--- config.mk ---
export PLATFORM = sky130hd
export DESIGN_NAME = spi_button_rx_flat
export DESIGN_NICKNAME = d
export VERILOG_FILES = /design/src/rtl/spi_button_rx_pkg.sv /design/src/rtl/spi_button_rx_if.sv /design/src/rtl/spi_button_rx_pin_sync.sv /design/src/rtl/spi_button_rx.sv /design/src/flat_wrapper.sv
export SDC_FILE = /design/constraint.sdc
export NUM_CORES = 1
export LEC_CHECK = 0
export CORE_MARGIN = 3
export CORE_UTILIZATION = 25
export DETAILED_ROUTE_END_ITERATION = 10
export GPL_TIMING_DRIVEN = 0
export PLACE_DENSITY_LB_ADDON = 0.08
export SYNTH_ARGS = -nofsm -noshare
export SYNTH_HDL_FRONTEND = slang
export SYNTH_HIERARCHICAL = 1
export SYNTH_SLANG_ARGS = --single-unit
--- constraint.sdc ---
create_clock -name system_clock -period 2.95 [get_ports system_clock]
set_input_delay 0.4425 -clock system_clock [delete_from_list [all_inputs] [get_ports system_clock]]
set_output_delay 0.4425 -clock system_clock [all_outputs]
set_load 0.02 [all_outputs]
--- src/rtl/spi_button_rx_pkg.sv ---
// Shared types and constants for the SPI button-word receiver.
// Frame layout: data[15:0] MSB first, then check[7:0].
package spi_button_rx_pkg;

    localparam int unsigned FRAME_BITS = 24;
    localparam int unsigned DATA_BITS  = 16;
    localparam logic [7:0]  CHECK_XOR  = 8'hA5;

    localparam int unsigned CNT_BITS = 5;
    localparam logic [CNT_BITS-1:0] CNT_FULL = CNT_BITS'(FRAME_BITS);
    localparam logic [CNT_BITS-1:0] CNT_SAT  = CNT_BITS'(FRAME_BITS + 1);

    typedef enum logic [1:0] {
        StIdle,
        StShift,
        StCheck
    } state_e;

    function automatic logic [7:0] check_byte(input logic [DATA_BITS-1:0] data);
        return data[15:8] ^ data[7:0] ^ CHECK_XOR;
    endfunction

endpackage

--- src/rtl/spi_button_rx_if.sv ---
// Link pins from the MCU plus the validated button word towards the pad serializer.
interface spi_button_rx_if;

    logic        sck;
    logic        mosi;
    logic        cs_n;
    logic [15:0] buttons;
    logic        frame_valid;
    logic        frame_err;
    logic        link_ok;

    modport slave (
        input  sck,
        input  mosi,
        input  cs_n,
        output buttons,
        output frame_valid,
        output frame_err,
        output link_ok
    );

    modport master (
        output sck,
        output mosi,
        output cs_n,
        input  buttons,
        input  frame_valid,
        input  frame_err,
        input  link_ok
    );

endinterface

--- src/rtl/spi_button_rx_pin_sync.sv ---
// Multi-stage synchronizer for one asynchronous pin, with registered rise/fall pulses.
module spi_button_rx_pin_sync #(
    parameter int unsigned SYNC_STAGES = 2,
    parameter logic        RESET_VAL   = 1'b0
) (
    input  logic clk_i,
    input  logic reset_i,
    input  logic pin_i,
    output logic level_o,
    output logic rise_o,
    output logic fall_o
);

    logic [SYNC_STAGES-1:0] sync_q, sync_d;
    logic                   prev_q, prev_d;
    logic                   rise_q, rise_d;
    logic                   fall_q, fall_d;

    always_comb begin
        sync_d = {sync_q[SYNC_STAGES-2:0], pin_i};
        prev_d = sync_q[SYNC_STAGES-1];
        rise_d = sync_q[SYNC_STAGES-1] & ~prev_q;
        fall_d = ~sync_q[SYNC_STAGES-1] & prev_q;
    end

    always_ff @(posedge clk_i) begin
        if (reset_i) begin
            sync_q <= {SYNC_STAGES{RESET_VAL}};
            prev_q <= RESET_VAL;
            rise_q <= 1'b0;
            fall_q <= 1'b0;
        end else begin
            sync_q <= sync_d;
            prev_q <= prev_d;
            rise_q <= rise_d;
            fall_q <= fall_d;
        end
    end

    assign level_o = sync_q[SYNC_STAGES-1];
    assign rise_o  = rise_q;
    assign fall_o  = fall_q;

endmodule

--- src/rtl/spi_button_rx.sv ---
// Receives the 24-bit button frame over the SPI-style link, validates it and holds the word
// stable for the pad serializer; a watchdog reverts to IDLE_VALUE when frames stop.
module spi_button_rx
    import spi_button_rx_pkg::*;
#(
    parameter logic [15:0] IDLE_VALUE     = 16'h0000,
    parameter int unsigned TIMEOUT_CYCLES = 2_000_000,
    parameter int unsigned SYNC_STAGES    = 2
) (
    input  logic           system_clock,
    input  logic           reset,
    spi_button_rx_if.slave bus
);

    localparam int unsigned WD_BITS = $clog2(TIMEOUT_CYCLES + 1);
    localparam logic [WD_BITS-1:0] WD_LIMIT = WD_BITS'(TIMEOUT_CYCLES);

    logic sck_level, sck_rise, sck_fall;
    logic mosi_level, mosi_rise, mosi_fall;
    logic cs_level, cs_rise, cs_fall;
    logic unused_pins;

    // cs_n resets to "low" so a frame already in progress at reset release cannot
    // produce a falling edge; only a high-then-low sequence opens a new frame.
    spi_button_rx_pin_sync #(.SYNC_STAGES(SYNC_STAGES), .RESET_VAL(1'b0)) u_sync_sck (
        .clk_i   (system_clock),
        .reset_i (reset),
        .pin_i   (bus.sck),
        .level_o (sck_level),
        .rise_o  (sck_rise),
        .fall_o  (sck_fall)
    );

    spi_button_rx_pin_sync #(.SYNC_STAGES(SYNC_STAGES), .RESET_VAL(1'b0)) u_sync_mosi (
        .clk_i   (system_clock),
        .reset_i (reset),
        .pin_i   (bus.mosi),
        .level_o (mosi_level),
        .rise_o  (mosi_rise),
        .fall_o  (mosi_fall)
    );

    spi_button_rx_pin_sync #(.SYNC_STAGES(SYNC_STAGES), .RESET_VAL(1'b0)) u_sync_cs (
        .clk_i   (system_clock),
        .reset_i (reset),
        .pin_i   (bus.cs_n),
        .level_o (cs_level),
        .rise_o  (cs_rise),
        .fall_o  (cs_fall)
    );

    assign unused_pins = ^{sck_level, sck_fall, mosi_rise, mosi_fall, cs_level};

    state_e                  state_q, state_d;
    logic [CNT_BITS-1:0]     cnt_q, cnt_d;
    logic [FRAME_BITS-1:0]   shreg_q, shreg_d;
    logic [WD_BITS-1:0]      wd_q, wd_d;
    logic [DATA_BITS-1:0]    buttons_q, buttons_d;
    logic                    frame_valid_q, frame_valid_d;
    logic                    frame_err_q, frame_err_d;
    logic                    link_ok_q, link_ok_d;
    logic                    frame_good;

    always_ff @(posedge system_clock) begin
        if (reset) begin
            state_q       <= StIdle;
            cnt_q         <= '0;
            shreg_q       <= '0;
            wd_q          <= '0;
            buttons_q     <= IDLE_VALUE;
            frame_valid_q <= 1'b0;
            frame_err_q   <= 1'b0;
            link_ok_q     <= 1'b0;
        end else begin
            state_q       <= state_d;
            cnt_q         <= cnt_d;
            shreg_q       <= shreg_d;
            wd_q          <= wd_d;
            buttons_q     <= buttons_d;
            frame_valid_q <= frame_valid_d;
            frame_err_q   <= frame_err_d;
            link_ok_q     <= link_ok_d;
        end
    end

    always_comb begin
        state_d = state_q;
        unique case (state_q)
            StIdle:  if (cs_fall) state_d = StShift;
            StShift: if (cs_rise) state_d = StCheck;
            StCheck: state_d = StIdle;
            default: state_d = StIdle;
        endcase
    end

    assign frame_good = (cnt_q == CNT_FULL) &&
                        (shreg_q[7:0] == check_byte(shreg_q[FRAME_BITS-1:8]));

    always_comb begin
        cnt_d         = cnt_q;
        shreg_d       = shreg_q;
        wd_d          = wd_q;
        buttons_d     = buttons_q;
        frame_valid_d = 1'b0;
        frame_err_d   = 1'b0;
        link_ok_d     = link_ok_q;

        if (state_q == StIdle && cs_fall) begin
            cnt_d   = '0;
            shreg_d = '0;
        end
        // A coincident cs_n rise ends the frame and drops the sck bit.
        if (state_q == StShift && !cs_rise && sck_rise) begin
            shreg_d = {shreg_q[FRAME_BITS-2:0], mosi_level};
            if (cnt_q != CNT_SAT) cnt_d = cnt_q + 1'b1;
        end

        if (wd_q != WD_LIMIT) begin
            wd_d = wd_q + 1'b1;
            if (wd_q + 1'b1 == WD_LIMIT) begin
                buttons_d = IDLE_VALUE;
                link_ok_d = 1'b0;
            end
        end

        if (state_q == StCheck) begin
            if (frame_good) begin
                buttons_d     = shreg_q[FRAME_BITS-1:8];
                frame_valid_d = 1'b1;
                link_ok_d     = 1'b1;
                wd_d          = '0;
            end else begin
                frame_err_d = 1'b1;
            end
        end
    end

    assign bus.buttons     = buttons_q;
    assign bus.frame_valid = frame_valid_q;
    assign bus.frame_err   = frame_err_q;
    assign bus.link_ok     = link_ok_q;

endmodule
--- src/flat_wrapper.sv ---
// flat-port wrapper written by rule: the top's interface ports become plain ports
module spi_button_rx_flat import spi_button_rx_pkg::*;
#(
    parameter logic [15:0] IDLE_VALUE     = 16'h0000,
    parameter int unsigned TIMEOUT_CYCLES = 2_000_000,
    parameter int unsigned SYNC_STAGES    = 2
)
  (system_clock, reset, bus_sck, bus_mosi, bus_cs_n, bus_buttons, bus_frame_valid, bus_frame_err, bus_link_ok);
  spi_button_rx_if bus_i ();
  input  logic system_clock;
  input  logic reset;
  input wire logic [$bits(bus_i.sck)-1:0] bus_sck;
  input wire logic [$bits(bus_i.mosi)-1:0] bus_mosi;
  input wire logic [$bits(bus_i.cs_n)-1:0] bus_cs_n;
  output wire logic [$bits(bus_i.buttons)-1:0] bus_buttons;
  output wire logic [$bits(bus_i.frame_valid)-1:0] bus_frame_valid;
  output wire logic [$bits(bus_i.frame_err)-1:0] bus_frame_err;
  output wire logic [$bits(bus_i.link_ok)-1:0] bus_link_ok;
  assign bus_i.sck = bus_sck;
  assign bus_i.mosi = bus_mosi;
  assign bus_i.cs_n = bus_cs_n;
  assign bus_buttons = bus_i.buttons;
  assign bus_frame_valid = bus_i.frame_valid;
  assign bus_frame_err = bus_i.frame_err;
  assign bus_link_ok = bus_i.link_ok;
  spi_button_rx #(.IDLE_VALUE(IDLE_VALUE), .TIMEOUT_CYCLES(TIMEOUT_CYCLES), .SYNC_STAGES(SYNC_STAGES)) u_core (.system_clock(system_clock), .reset(reset), .bus(bus_i));
endmodule
==> flow_summary.ini, run 1 <==
[clock_network]
tritoncts = done
worst_setup_hold_path_clk_slew_ps = 60
library_cell_used_as_clock_root_buffer = clkbuf_16
clk_path_buf_depth = 2
cts.sink_count = 82
ctsHoldBuffers = 0
cts_buffers = 9
worst_skew_pair.late_latency_ps = 340
htreeDepth = 3

[sta]
timing.final.hold_violations = 0
maxClockFrequency_mhz = 377
skew_ps = 7.31
setup_viol_count_final = 0
timing_max_transition_violations_final = 0
grt_setup_unrepaired = false
postLayoutSetupSlackWorst_ps = 296
worst_slew_margin_rel = 0.478
worst-slew-pin-transition_ps = 773
post-route-min-period_ps = 2650
final.period_utilization = 0.900
hold_slack_ps = 394

[power_and_ir_drop]
switching_share = 0.224
sequentialPowerShare = 0.503
p_leak_nw = 1.56
total_switching_power_mw = 0.500
finalPower_mw = 2.24
combinationalPowerShare = 0.027
clock_power_share = 0.471
power_density_mw_per_mm2 = 502
internal_power_mw = 1.74
max-vdd-ir-drop_mv = 0.227

[final_layout]
fraction_of_final_layout_cells_sized_beyond_drive_strength_1 = 0.0975
multi_input_area_mm2 = 0.00194
regArea_mm2 = 0.00164
design_area_mm2 = 0.00446
final_nets = 447
diodes = 0
layout.filler_cells = 1494
area_growth_syn_to_layout_pct = 21.0

[die]
standard_cell_row_count = 43
fp.dieH_um = 127
die_w_um = 127
ios = 24
initial_utilization = 0.260
floorplan.die_area_mm2 = 0.0162
floorplan.core_area_mm2 = 0.0141

[placed_design]
finalWeightedCongestion = 0.796
port_buffers = 23
final_hpwl_dp_um = 6590
dp_slack_ps = -296
postPlaceCellArea_mm2 = 0.00414

[routing]
detailedRoute.firstPassIterationCount = 4
wl_per_cell_um = 14.7
detail_route.iter0.violations = 213
post_drt_via_cell_ratio = 4.67
via_count = 2903
drt_wl_total_um = 9150
detail_route.drc_violations = 0
post_drt_antenna_nets = 0

[logic_synthesis]
yosys_warnings = 6
postSynthNetCount = 411
avgSynthCellArea_um2 = 9.21
synth_cells = 400
synthesis.area_mm2 = 0.00368

[worst_setup_path]
regToRegStartpoint = u_core/wd_q[1]
timing.critical_path.from_type = flip-flop
timing.critical_path.to_type = flip-flop
crit_chain = ha_1 > and3_1 > clkbuf_1 > nand2_1 > nor3_1 > o22ai_1 > nor4_4 > buf_4 > buf_6 > o21ai_1
crit_required_ps = 3180
cp.arrival_ps = 2890
worst-r2r-cell-count = 10
critical_path_class = flip-flop to flip-flop
critPathSlowestCell = dfxtp_1
regToRegSetupSlack_ps = 300
worstReg2RegEnd = u_core/bus.buttons[10]
cpPeakStageDelay_ps = 480
worst-path-max-fanout = 10

[grt]
grt_overflow_total = 0
global_route.usage.met2 = 0.183
globalRouteMet3Util = 0.0452
overall_global_routing_resource_usage = 0.121
grt_antenna_before_repair = 0
gr-max-usage-layer = met2
grt_pass1_wl_um = 15200
grt_start_max_net_pins = 14
first_global_vias = 2797
grt_met1_usage = 0.159

[hold_path]
min_path_type = flip-flop to flip-flop
worstHoldPathCells = 1
min_to = u_core/u_sync_sck/rise_o
hp_start = u_core/u_sync_sck/prev_q

[status]
status = complete, no violations

[job]
maxCapViolations = 0
[cells in the final DEF (no fill, tap or decap), drive strengths merged, types with 5 or more instances in the layout]
| cell type | count |
|---|---|
| xor2 | 11 |
| o21ai | 17 |
| dfxtp | 82 |
| and3b | 5 |
| buf | 9 |
| nor2b | 11 |
| nor4 | 7 |
| nand2 | 42 |
| nor3 | 5 |
| inv | 6 |
| ha | 6 |
| a21oi | 7 |
| nand3 | 14 |
| a22oi | 24 |
| nand4 | 11 |
| xnor2 | 12 |
| clkdlybuf4s50 | 23 |
| nor3b | 6 |
| nor2 | 54 |
| clkbuf | 30 |
[power groups by stage]
stage / registers, mW / logic (mW) / clock network (mW)
2_1_floorplan: 1.15 / 0.0380 / 0
3_3_place_gp: 1.15 / 0.0600 / 0
3_5_place_dp: 1.15 / 0.0606 / 0
4_1_cts: 1.12 / 0.0608 / 1.10
5_1_grt: 1.12 / 0.0682 / 1.15
6_report: 1.12 / 0.0594 / 1.05
[metal layers]
metal | part of all wire | wire length (um)
met1 | 0.50 | 4580
met2 | 0.44 | 4000
met3 | 0.046 | 425
met4 | 0.015 | 140
met5 | 0 | 0
[worst max path at each step]
stage	start	endpoint	slack, ps	depth (start not counted)
final	u_core/wd_q[1]	u_core/bus.buttons[10]	300	10
after floorplan	u_core/wd_q[1]	u_core/bus.link_ok	650	8
after detailed placement	reset	u_core/wd_q[13]	-300	5
after CTS	u_core/wd_q[1]	u_core/bus.link_ok	30	8
after global routing	u_core/wd_q[1]	u_core/bus.buttons[9]	30	10
after global placement	reset	u_core/wd_q[14]	-330	5
[state kept, by name, summed over array words and instances (netlist names), 2 cells and up]
register	count
u_core/u_sync_cs/sync_q	2
u_core/cnt_q	5
u_core/u_sync_mosi/sync_q	2
u_core/bus.buttons	16
u_core/wd_q	21
u_core/state_q	2
u_core/shreg_q	24
u_core/u_sync_sck/sync_q	2
[what timing repair did]
item	in CTS	in global routing
hold endpoints to repair	0	0
buffers inserted	0	2
endpoints found under the setup margin	0	22
gates resized for setup	0	5
[metrics by stage]
stage                     TNS [ps]  instances   util
final                            0        621  0.315
after detailed placement     -2820        603  0.293
after CTS                        0        619  0.312
after global routing             0        621  0.315
after floorplan                  0        400      -
after global placement       -3270        603  0.293
[cell type report]
class / count / area share
flip-flops and latches: 82 / 0.368
repair buffers: 25 / 0.0550
inverters: 6 / 0.00505
multi-input cells: 288 / 0.435
clock inverters: 3 / 0.00561
clock buffers: 13 / 0.0561
well taps: 180 / 0.0505
plain buffers: 24 / 0.0241
[worst max-delay path: cells and delay by family (launching register included)]
kind,cells,cell delay (ps)
and+or+nand+nor,4,770
buffers and inverters,3,650
DFF,1,480
adders and majority gates,1,370
AOI/OAI and AO/OA,2,260
No activity file was read; power rests on OpenSTA's default activity.
==> run 2, diff against run 1 <==
PLACE_DENSITY_LB_ADDON = not set   (was 0.08)
TNS_END_PERCENT = 100   (was not set)
==> run 2 against run 1 <==
Effect of this change: sequential power about the same; design area rose by 0.11%; register-to-register slack worse by 70 ps; die area stayed put; flip-flop and latch count stayed put; combinational power down 2%; utilization about the same; clock skew down 1.5 ps; non-clock buffer count did not move; maximum frequency shrank 2.6%; hold slack got worse by 2.9 ps; highest routed layer unchanged.
==> flow_summary.ini, run 2 (synthesis results as in run 1) <==
[status]
status = complete, no violations

[placed_design]
finalWeightedCongestion = 0.798
port_buffers = 23
final_hpwl_dp_um = 6090

[clock_network]
tritoncts = done
ctsHoldBuffers = 0
htreeDepth = 3
cts.sink_count = 82
worst_skew_pair.late_latency_ps = 330
library_cell_used_as_clock_root_buffer = clkbuf_16
clk_path_buf_depth = 2
cts_buffers = 9
worst_setup_hold_path_clk_slew_ps = 60

[worst_setup_path]
crit_chain = ha_1 > nand3_1 > nor4_2 > xnor2_1 > o221ai_2 > nor4_4 > buf_4 > buf_6 > o21ai_1
crit_required_ps = 3170
cpPeakStageDelay_ps = 480
cp.arrival_ps = 2940
critical_path_class = flip-flop to flip-flop
timing.critical_path.to_type = flip-flop
critPathSlowestCell = dfxtp_1
worst-path-max-fanout = 10
timing.critical_path.from_type = flip-flop

[sta]
setup_viol_count_final = 0
timing.final.hold_violations = 0
worst_slew_margin_rel = 0.378
timing_max_transition_violations_final = 0
worst-slew-pin-transition_ps = 933
skew_ps = 5.81
totalNegativeSetupSlack_ps = 0
final.period_utilization = 0.924
maxClockFrequency_mhz = 367
post-route-min-period_ps = 2730
grt_setup_unrepaired = false

[die]
fp.dieH_um = 127
floorplan.core_area_mm2 = 0.0141
ios = 24
floorplan.die_area_mm2 = 0.0162
initial_utilization = 0.260
die_w_um = 127
standard_cell_row_count = 43

[power_and_ir_drop]
p_leak_nw = 1.57
power_density_mw_per_mm2 = 504
max-vdd-ir-drop_mv = 0.189

[routing]
detail_route.drc_violations = 0
via_count = 2961
post_drt_via_cell_ratio = 4.78
wl_per_cell_um = 13.5
detailedRoute.firstPassIterationCount = 4
drt_wl_total_um = 8360
post_drt_antenna_nets = 0
detail_route.iter0.violations = 140

[final_layout]
layout_common_cells = dfxtp_1, nor2_1, nand2_1, a22oi_1, clkdlybuf4s50_1
postLayoutCoreUtil = 0.315
area_growth_syn_to_layout_pct = 21.1
regMostFlops = u_core/shreg_q
fraction_of_final_layout_cells_sized_beyond_drive_strength_1 = 0.0934
final_nets = 447
largest_register_ffs = 24
diodes = 0
commonest_non_fill_non_tap_cell_in_the_layout = dfxtp_1

[job]
maxCapViolations = 0

[grt]
grt_start_max_net_pins = 14
overall_global_routing_resource_usage = 0.106
grt_pass1_wl_um = 14100
grt_antenna_before_repair = 0
grt_overflow_total = 0
first_global_vias = 2909

[hold_path]
min_path_type = flip-flop to flip-flop
-- run 2: worst max-delay path, delay by kind of cell (launching register included) --
kind	cells	cell delay (ps)
simple gates	3	960
buf+inv	2	360
compound gates	2	250
fa+ha+maj	1	370
xor+xnor	1	200
flops	1	480
-- run 2: final cells by class --
cell class                 instances  area (um^2)
inverter                           6         22.5
sequential                        82         1640
clock inverter                     5         57.6
multi-input combinational        288         1920
clock buffer                       9          225
timing repair buffer              25          258
fill                            1472         9690
tap                              180          225
buffer                            24          108
-- run 2: power breakdown --
part	leakage (nW)	total (mW)	switching [mW]	internal [mW]
combinational	0.769	0.0581	0.0359	0.0222
sequential	0.662	1.12	0.00761	1.12
clock	0.141	1.07	0.423	0.645
total	1.57	2.25	0.467	1.78
-- run 2: final timing paths --
check,start,endpoint,slack (ps),cells past startpoint
max,u_core/wd_q[1],u_core/bus.buttons[9],220,9
max reg2reg,u_core/wd_q[1],u_core/bus.buttons[9],220,9
min,u_core/u_sync_sck/prev_q,u_core/u_sync_sck/rise_o,390,1
min reg2reg,u_core/u_sync_sck/prev_q,u_core/u_sync_sck/rise_o,390,1
-- run 2: metrics by stage --
step	worst slack, ps	std cells	total power [mW]	instance area (um^2)	hold slack, ps
3_5_place_dp	-31.3	603	1.21	4140	379
4_1_cts	148	619	2.29	4460	390
3_3_place_gp	-5.30	603	1.21	4140	380
5_1_grt	64.3	619	2.34	4460	416
6_report	225	619	2.25	4460	391
2_1_floorplan	649	400	1.18	3680	371
-- run 2: routing by layer --
metal,wire [um],global-route usage,part of all wire,vias to the layer above
li1,-,-,-,1478
met5,0,0,0,-
met2,3880,0.168,0.46,51
met4,118,0.0454,0.014,0
met3,253,0.0209,0.030,11
met1,4110,0.142,0.49,1421
-- run 2: repair_timing --
item | in CTS | in global routing
cloned | 0 | 0
buffers inserted | 2 | 0
endpoints found under the setup margin | 6 | 3
gates resized for setup | 1 | 1
pin swaps | 1 | 0
